<file path="src/rtl/hdmi_audio_pkg.sv">
// Shared constants and elaboration-time helpers for the HDMI audio front end.
package hdmi_audio_pkg;

  // Volume code that silences the output; also the ramp start after reset.
  localparam int VOL_MUTE = 0;

  // Ceiling log2 for elaboration-time width derivation.
  function automatic int clog2(input longint value);
    int r;
    r = 0;
    while ((longint'(1) << r) < value) r++;
    return r;
  endfunction

  // The NCO accumulator must hold acc + step, which stays below 2*CLK_HZ.
  function automatic int acc_width(input longint clk_hz);
    return clog2(clk_hz) + 1;
  endfunction

  // Right-shift amount for a volume code: full scale needs no shift.
  function automatic int vol_shift(input int k, input int vol_bits);
    return ((2 ** vol_bits) - 1) - k;
  endfunction

endpackage

</file>
<file path="src/rtl/hdmi_audio_gen_nco.sv">
// Fractional-rate strobe generator: toggles a square wave whose average
// frequency is exactly STEP_HZ/2 for a clock of CLK_HZ, and pulses on each
// rising edge of that square wave.
module audio_nco
  import hdmi_audio_pkg::*;
#(
  parameter int CLK_HZ  = 27000000,
  parameter int STEP_HZ = 96000
) (
  input  logic clk_i,
  input  logic rst_ni,
  output logic clk_audio_o,
  output logic sample_tick_o
);

  localparam int AW = acc_width(CLK_HZ);
  localparam logic [AW-1:0] LIMIT = AW'(CLK_HZ);
  localparam logic [AW-1:0] STEP  = AW'(STEP_HZ);

  logic [AW-1:0] acc_q, acc_d, sum;
  logic          wrap;
  logic          clk_audio_q, clk_audio_d;
  logic          tick_q, tick_d;

  // Phase accumulate with modular wrap; each wrap is one half-period edge.
  always_comb begin
    sum         = acc_q + STEP;
    wrap        = (sum >= LIMIT);
    acc_d       = wrap ? (sum - LIMIT) : sum;
    clk_audio_d = clk_audio_q ^ wrap;
    tick_d      = wrap & ~clk_audio_q;
  end

  // Accumulator, square wave and rising-edge pulse registers.
  always_ff @(posedge clk_i or negedge rst_ni) begin
    if (!rst_ni) begin
      acc_q       <= '0;
      clk_audio_q <= 1'b0;
      tick_q      <= 1'b0;
    end else begin
      acc_q       <= acc_d;
      clk_audio_q <= clk_audio_d;
      tick_q      <= tick_d;
    end
  end

  assign clk_audio_o   = clk_audio_q;
  assign sample_tick_o = tick_q;

endmodule

</file>
<file path="src/rtl/hdmi_audio_gen.sv">
// HDMI audio front end: fractional sample clock, per-tick sample capture,
// optional mono downmix and ramped log-step volume scaling.
module hdmi_audio_gen
  import hdmi_audio_pkg::*;
#(
  parameter int CLK_HZ   = 27000000,
  parameter int RATE_HZ  = 48000,
  parameter int WIDTH    = 16,
  parameter int CHANNELS = 2,
  parameter int VOL_BITS = 3
) (
  input  logic                      clk,
  input  logic                      resetn,
  input  logic [CHANNELS*WIDTH-1:0] audio_in,
  input  logic [VOL_BITS-1:0]       volume,
  input  logic                      mute,
  input  logic                      mono,
  output logic                      clk_audio,
  output logic                      sample_tick,
  output logic [CHANNELS*WIDTH-1:0] audio_out,
  output logic                      sample_valid,
  output logic [VOL_BITS-1:0]       vol_cur
);

  logic                      tick;
  logic [CHANNELS*WIDTH-1:0] raw_p0_q;
  logic                      mono_p0_q;
  logic                      vld_p0_q;
  logic [VOL_BITS-1:0]       vol_q, vol_d, target;
  logic signed [WIDTH-1:0]   mix_p1;
  logic [CHANNELS*WIDTH-1:0] scaled_p1;
  logic [CHANNELS*WIDTH-1:0] audio_out_q;
  logic                      vld_p1_q;

  // Downmix of two channels; the extra sum bit avoids overflow and the
  // arithmetic halving rounds toward minus infinity.
  function automatic logic signed [WIDTH-1:0] mono_mix(input logic signed [WIDTH-1:0] a,
                                                       input logic signed [WIDTH-1:0] b);
    logic signed [WIDTH:0] s;
    s = {a[WIDTH-1], a} + {b[WIDTH-1], b};
    return s[WIDTH:1];
  endfunction

  // Log-step attenuation: code 0 silences, otherwise shift by distance from full scale.
  function automatic logic signed [WIDTH-1:0] scale_sample(input logic signed [WIDTH-1:0] x,
                                                           input logic [VOL_BITS-1:0] k);
    if (k == VOL_BITS'(VOL_MUTE)) return '0;
    return x >>> vol_shift(int'(k), VOL_BITS);
  endfunction

  audio_nco #(
    .CLK_HZ (CLK_HZ),
    .STEP_HZ(2 * RATE_HZ)
  ) u_nco (
    .clk_i        (clk),
    .rst_ni       (resetn),
    .clk_audio_o  (clk_audio),
    .sample_tick_o(tick)
  );

  assign sample_tick = tick;

  // ---- stage p0: capture samples and mono select on the tick ----
  // Sample data needs no reset: nothing downstream uses it before the first valid.
  always_ff @(posedge clk) begin
    if (tick) begin
      raw_p0_q  <= audio_in;
      mono_p0_q <= mono;
    end
  end

  // One ramp step per tick toward the mute-aware target; redirects mid-ramp.
  always_comb begin
    target = mute ? VOL_BITS'(VOL_MUTE) : volume;
    vol_d  = vol_q;
    if (tick) begin
      if (vol_q < target)      vol_d = vol_q + VOL_BITS'(1);
      else if (vol_q > target) vol_d = vol_q - VOL_BITS'(1);
    end
  end

  // ---- stage p1: downmix and scale with the freshly stepped volume ----
  assign mix_p1 = mono_mix(signed'(raw_p0_q[WIDTH-1:0]), signed'(raw_p0_q[2*WIDTH-1:WIDTH]));

  for (genvar c = 0; c < CHANNELS; c++) begin : g_ch
    logic signed [WIDTH-1:0] src_p1;
    assign src_p1 = mono_p0_q ? mix_p1 : signed'(raw_p0_q[c*WIDTH +: WIDTH]);
    assign scaled_p1[c*WIDTH +: WIDTH] = scale_sample(src_p1, vol_q);
  end

  // Volume, valid pipeline and output hold registers; reset flushes them all.
  always_ff @(posedge clk or negedge resetn) begin
    if (!resetn) begin
      vol_q       <= VOL_BITS'(VOL_MUTE);
      vld_p0_q    <= 1'b0;
      vld_p1_q    <= 1'b0;
      audio_out_q <= '0;
    end else begin
      vol_q    <= vol_d;
      vld_p0_q <= tick;
      vld_p1_q <= vld_p0_q;
      if (vld_p0_q) audio_out_q <= scaled_p1;
    end
  end

  // ---- stage p2: outputs ----
  assign audio_out    = audio_out_q;
  assign sample_valid = vld_p1_q;
  assign vol_cur      = vol_q;

endmodule

</file>
<file path="config.mk">
export PLATFORM = sky130hd
export DESIGN_NAME = hdmi_audio_gen
export DESIGN_NICKNAME = d
export VERILOG_FILES = /design/src/rtl/hdmi_audio_pkg.sv /design/src/rtl/hdmi_audio_gen_nco.sv /design/src/rtl/hdmi_audio_gen.sv
export SDC_FILE = /design/constraint.sdc
export NUM_CORES = 1
export LEC_CHECK = 0
export ABC_AREA = 1
export BUFFER_PORTS_ARGS = -buffer_cell sky130_fd_sc_hd__buf_2
export CAP_MARGIN = 20
export CORE_ASPECT_RATIO = 1.1
export CORE_MARGIN = 1.5
export CORE_UTILIZATION = 47
export CTS_BUF_LIST = sky130_fd_sc_hd__clkbuf_4 sky130_fd_sc_hd__clkbuf_8
export CTS_CLUSTER_DIAMETER = 60
export DETAILED_ROUTE_END_ITERATION = 10
export PLACE_DENSITY = 0.75
export RECOVER_POWER = 25
export SYNTH_ARGS = -nofsm -noshare
export SYNTH_HDL_FRONTEND = slang
export SYNTH_SLANG_ARGS = --single-unit
</file>
<file path="constraint.sdc">
create_clock -name clk -period 3.6 [get_ports clk]
set_clock_uncertainty 0.2 [all_clocks]
set_input_delay 0.54 -clock clk [delete_from_list [all_inputs] [get_ports clk]]
set_output_delay 0.54 -clock clk [all_outputs]
set_load 0.03 [all_outputs]
</file>
# Word level (Yosys, flattened, before mapping)
# Cells that the tools add are included.
[totals]
register_bits = 98
in_bits = 39
output_inout_bits = 38
elab_cells = 36
[classes]
addsub = 6
n_lt_le_gt_ge = 3
shift = 2
muxes = 10
bitwise_logic = 3
n_reduce_logical = 3
[op_table]
columns = ["operator", "n"]
rows = [
  ["2-to-1 mux 16 bit", 5],
  [">>> shifter 16 x 32 -> 16 bit", 2],
  ["adder 26 x 17 -> 26 bit (second input constant)", 1],
  [">= comparator 26 x 25 -> 1 bit (second input constant)", 1],
  ["2-to-1 mux 26 bit", 1],
  ["subtractor 26 x 25 -> 26 bit (second input constant)", 1],
  ["adder 16 x 16 -> 17 bit", 1],
  ["2-to-1 mux 3 bit", 3],
  ["subtractor 3 x 3 -> 4 bit (first input constant)", 1],
  ["adder 3 x 1 -> 3 bit (second input constant)", 1],
  ["greater-than comparator 3 bit", 1],
  ["logical NOT 3 bit", 1],
  ["less-than comparator 3 bit", 1],
  ["subtractor 3 x 1 -> 3 bit (second input constant)", 1],
  ["AND reduction 2 bit", 1],
  ["nonzero test 2 bit", 1],
  ["AND 1 bit", 1],
  ["2-to-1 mux 1 bit", 1],
  ["inverter 1 bit", 1],
  ["XOR 1 bit", 1],
]

# Depth between registers and ports, before layout
[logic_depth]
ltp_word = 4
ltp_mapped = 18
mapped_depth_nobuf = 18

# Hierarchy
# Synthesis repeated with hierarchy kept, for this count alone.
[hier_totals]
hier_cells = 982
hier_area_um2 = 6986.7
[by_module_without_submodules]
columns = ["mod", "n_inst", "cells_each", "area_each_um2", "seq_area_each_um2"]
rows = [
  ["hdmi_audio_gen", 1, 665, 4983.5, 1916.8],
  ["audio_nco", 1, 317, 2003.2, 550.5],
]

# Worst setup path before layout
# OpenSTA, ideal clock, no wires.
[synth_path]
path_type = "flip-flop to flip-flop"
from = "register vol_q[0] (netlist: vol_cur[0])"
to = "register vol_q[2] (netlist: vol_cur[2])"
setup_ps = 80
arrival_time_ps = 2491
t_required_ps = 3320
setup_slack_ps = 829
path_stages_with_launch = 10
path_buffers = 2
period_less_slack_ps = 2771
cell_sequence = "dfrtp_1 -> inv_1 -> clkbuf_1 -> clkbuf_1 -> ha_1 -> o21ai_0 -> fa_1 -> or2_2 -> nand3_1 -> xor2_1"
[synth_via]
elab_chain_len = 3
elab_cells_between_ends = 8
classes_between = "add/sub (2); order compare (2); mux (2); reduce/logical (2)"
[synth_lines]
columns = ["item", "line_no", "rtl"]
rows = [
  ["start: declaration", "hdmi_audio_gen.sv:29", "logic [VOL_BITS-1:0] vol_q, vol_d, target;"],
  ["start signal: assignment", "hdmi_audio_gen.sv:94", "vol_q <= VOL_BITS'(VOL_MUTE);"],
  ["start signal: assignment", "hdmi_audio_gen.sv:99", "vol_q <= vol_d;"],
  ["subtractor 3 x 1 -> 3 bit, or another cell as far along", "hdmi_audio_gen.sv:78", "else if (vol_q > target) vol_d = vol_q - VOL_BITS'(1);"],
  ["2-to-1 mux 3 bit or nonzero test 2 bit (tied branches)", "n/a", ""],
  ["2-to-1 mux 3 bit or AND reduction 2 bit (tied branches)", "n/a", ""],
]
# Several ways; a longest one is shown, not always the timed one. The select of a mux whose other input is x is not followed.
# A chain may end at the register's enable or synchronous reset.

# Final worst setup path
[layout_path]
from = "register u_nco.acc_q[8]"
to = "register u_nco.clk_audio_q (netlist: u_nco.clk_audio_o)"
[layout_via]
elab_chain_len = 3
[layout_lines]
columns = ["item", "line_no", "rtl"]
rows = [
  ["start: declaration", "hdmi_audio_gen_nco.sv:20", "logic [AW-1:0] acc_q, acc_d, sum;"],
  ["start signal: assignment", "hdmi_audio_gen_nco.sv:37", "acc_q <= '0;"],
  ["start signal: assignment", "hdmi_audio_gen_nco.sv:41", "acc_q <= acc_d;"],
  ["adder 26 x 17 -> 26 bit", "hdmi_audio_gen_nco.sv:27", "sum = acc_q + STEP;"],
  [">= comparator 26 x 25 -> 1 bit", "hdmi_audio_gen_nco.sv:28", "wrap = (sum >= LIMIT);"],
  ["XOR 1 bit", "hdmi_audio_gen_nco.sv:30", "clk_audio_d = clk_audio_q ^ wrap;"],
  ["named net u_nco.clk_audio_d", "hdmi_audio_gen_nco.sv:22", "logic clk_audio_q, clk_audio_d;"],
  ["end signal: assignment", "hdmi_audio_gen_nco.sv:42", "clk_audio_q <= clk_audio_d;"],
  ["end: declaration", "hdmi_audio_gen_nco.sv:22", ""],
]
# The timed path passes the listed nets, and every way through them passes these cells.

==> results.toml <==
[final_layout]
layout.nets = 1062
diodes = 0
area_growth_pct = 11.1
final_area_um2 = 7320
multi_input_area_um2 = 3650
fillCellCount = 1345
layout_commonest_cell = "nand2_1"
regArea_um2 = 2470
drive_gt1_frac = 0.181
layout_common_cells = "nand2_1 (320), nand3_1 (174), inv_1 (77)"

[placement]
io_buffer_count = 76
place_congestion = 0.902
place_area_um2 = 7130
hpwl_um = 12800

[sta]
period_minus_slack_ns = 2.91
min_period_over_period = 0.808
timing.fmax_mhz = 344
tns_ns = 0
worst_pin_slew_ns = 1.36
hold_viol = 0
rsz0062_at_grt = "false"
timing.final.max_slew_violations = 0
slew_headroom = 0.0947
setup_viol = 0

[pwr]
total_leakage_power_nw = 3.85
clkPwrFrac = 0.356
cellPowerDensity_nw_per_um2 = 266
intPower_mw = 1.42
switching_share = 0.269
switchingPower_mw = 0.524
comb_power_share = 0.084
ir_drop_mv = 0.146
power_mw = 1.95
p_seq_frac = 0.560

[logic_synthesis]
netlist_area_um2 = 6590
yosys.area.top_type = "dfrtp_1"
ys_seq_elements = 92
synth_area_leaders = "dfrtp_1 (22%), nand2_1 (18%), edfxtp_1 (15%), nand3_1 (13%), inv_1 (4.4%)"
synth_cells = 930
synth-async-reset-ratio = 0.641
synth_edf_count = 33
syn_nets = 994
yosys_warnings = 0
ys_types = 43
yosysTopAreaCellShare = 0.224
seq_area_frac_synth = 0.374
synth_area_per_cell_um2 = 7.09
synth_ff_type = "dfrtp_1"

[clock_tree]
cts_hold_buf = 1
cts_setup_buffers = 0
htree_levels = 3
cts-root-buf = "clkbuf_8"
numCtsBuffers = 9
cts_tree = "yes"
clkSlewWorstSetupHoldPaths_ns = 0.10
cts_buffer_depth = 2
cts_resized = 0
clk-insertion-delay-late_ns = 0.40
cts_sinks = 92

[setup_path]
worstPathRequired_ns = 3.75
critical_path_buf_inv_count = 2
cp.depth = 15
start_kind = "flip-flop"
crit_fanout = 37
critPathKind = "flip-flop to flip-flop"
slowest_stage = "dfrtp_1"
ff2ff_path_depth = 15
cp.arrival_ns = 3.05
critPathMaxStageDelay_ns = 0.46
critPathTopFamily = "simple AND/OR/NAND/NOR gates"
path_cells = "inv_2 -> ha_1 -> nand2_2 -> nand2_4 -> nand2_2 -> nand2_1 -> nand2_1 -> nand3_1 -> nor2_2 -> nand2_1 -> nor2_1 -> nand4_2 -> nand2_4 -> ha_1 -> inv_1"
critPathMostFrequentCell = "nand2_1"
endpoint_kind = "flip-flop"

[detailed_routing]
ant_nets = 0
drt_iter0_markers = 551
routedWlPerCell_um = 14.0
finalWirelength_um = 16600
first_pass_iters = 5
vias = 6261
drc = 0
via_per_inst = 5.26

[hold_path]
hold_class = "input port to flip-flop"
min_path_cells = 1

[floorplanning]
rows = 45
num_io_pins = 77
dieArea_um2 = 14700
start_util = 0.480
die_h_um = 127
dieWidth_um = 116
fp.coreArea_um2 = 13700

[grt]
grt_pass1_vias = 5908
gr-total-overflow = 0
grt_pass1_wl_um = 27600
gr-usage-all-layers = 0.239
grt_max_degree = 38
antenna_found_initial = 0

[flow_run]
drv_cap = 0

[outcome]
outcome = "finished, final reports clean"
[flip-flops by register name (all words and copies together), names as in the netlist]
signal / flops
u_nco.clk_audio_o: 1
sample_valid: 1
mono_p0_q: 1
u_nco.sample_tick_o: 1
vld_p0_q: 1
audio_out: 32
vol_cur: 3
raw_p0_q: 32
u_nco.acc_q: 20
[cells in the mapped netlist, types with 2 or more instances]
| master | n |
|---|---|
| nand2_1 | 320 |
| nand3_1 | 174 |
| inv_1 | 77 |
| dfrtp_1 | 59 |
| nor2_1 | 40 |
| edfxtp_1 | 33 |
| a21oi_1 | 29 |
| or2_2 | 29 |
| ha_1 | 23 |
| o21ai_0 | 19 |
| nand2_2 | 14 |
| clkbuf_1 | 13 |
| o21ai_2 | 13 |
| xor2_1 | 10 |
| buf_1 | 9 |
| nand4_1 | 8 |
| inv_2 | 7 |
| nor2_2 | 7 |
| o211ai_1 | 5 |
| nand2_4 | 4 |
| nor3_1 | 4 |
| buf_2 | 3 |
| and2_1 | 2 |
| buf_6 | 2 |
| buf_8 | 2 |
| fa_1 | 2 |
| nand3_2 | 2 |
| nand3b_1 | 2 |
| o21ai_1 | 2 |
| xnor2_1 | 2 |
| xor2_2 | 2 |
[through the flow]
| step | setup WS [ns] | hold WS (ns) | util | cells |
|---|---|---|---|---|
| 2_1_floorplan | 0.829 | 0.0444 | - | 930 |
| 3_3_place_gp | 0.875 | 0.181 | 0.519 | 1174 |
| 3_5_place_dp | 0.749 | 0.179 | 0.519 | 1174 |
| 4_1_cts | 0.725 | 0.0897 | 0.533 | 1191 |
| 5_1_grt | 0.505 | 0.0933 | 0.533 | 1191 |
| 6_report | 0.691 | 0.116 | 0.533 | 1191 |
[worst reg2reg max path: cells and delay by family, from the launching register on]
family / cells / cell delay [ns]
buf+inv: 2 / 0.14
fa+ha+maj: 2 / 0.59
flops: 1 / 0.46
simple gates: 11 / 1.48
[power by group through the flow]
stage          registers [mW]  clock network [mW]  logic, mW
2_1_floorplan            1.12                   0     0.0947
3_3_place_gp             1.11                   0      0.160
3_5_place_dp             1.11                   0      0.163
4_1_cts                  1.09               0.717      0.165
5_1_grt                  1.09               0.756      0.187
6_report                 1.09               0.694      0.164
[path summary, 6_finish.rpt]
check,startpoint,endpoint,slack [ns]
worst max-delay path,u_nco.acc_q[8],u_nco.clk_audio_o,0.69
worst min-delay path,audio_in[9],raw_p0_q[9],0.12
worst max register to register,u_nco.acc_q[8],u_nco.clk_audio_o,0.69
worst min register to register,vld_p0_q,sample_valid,0.20
max in group asynchronous,resetn,vol_cur[2],1.15
min in group asynchronous,resetn,audio_out[10],0.42
[layout make-up]
cell class / count / area share
Clock buffer: 10 / 0.0188
Inverter: 85 / 0.0436
Clock inverter: 6 / 0.00735
Sequential cell: 92 / 0.337
Timing Repair Buffer: 87 / 0.0629
Tap cell: 188 / 0.0321
Multi-Input combinational cell: 723 / 0.498
[kinds of logic after synthesis]
logic type      share of synthesized area
fa+ha+maj                          0.0497
flops                               0.374
simple gates                        0.416
xor+xnor                           0.0209
compound gates                     0.0670
buf+inv                            0.0723
[layer usage]
metal,vias up,routed length (µm),track usage
met3,36,782,0.0389
met5,-,0,0
met4,0,469,0.103
met2,192,8060,0.398
met1,2853,7310,0.307
li1,3180,-,-
(Power assumes the default switching activity.)
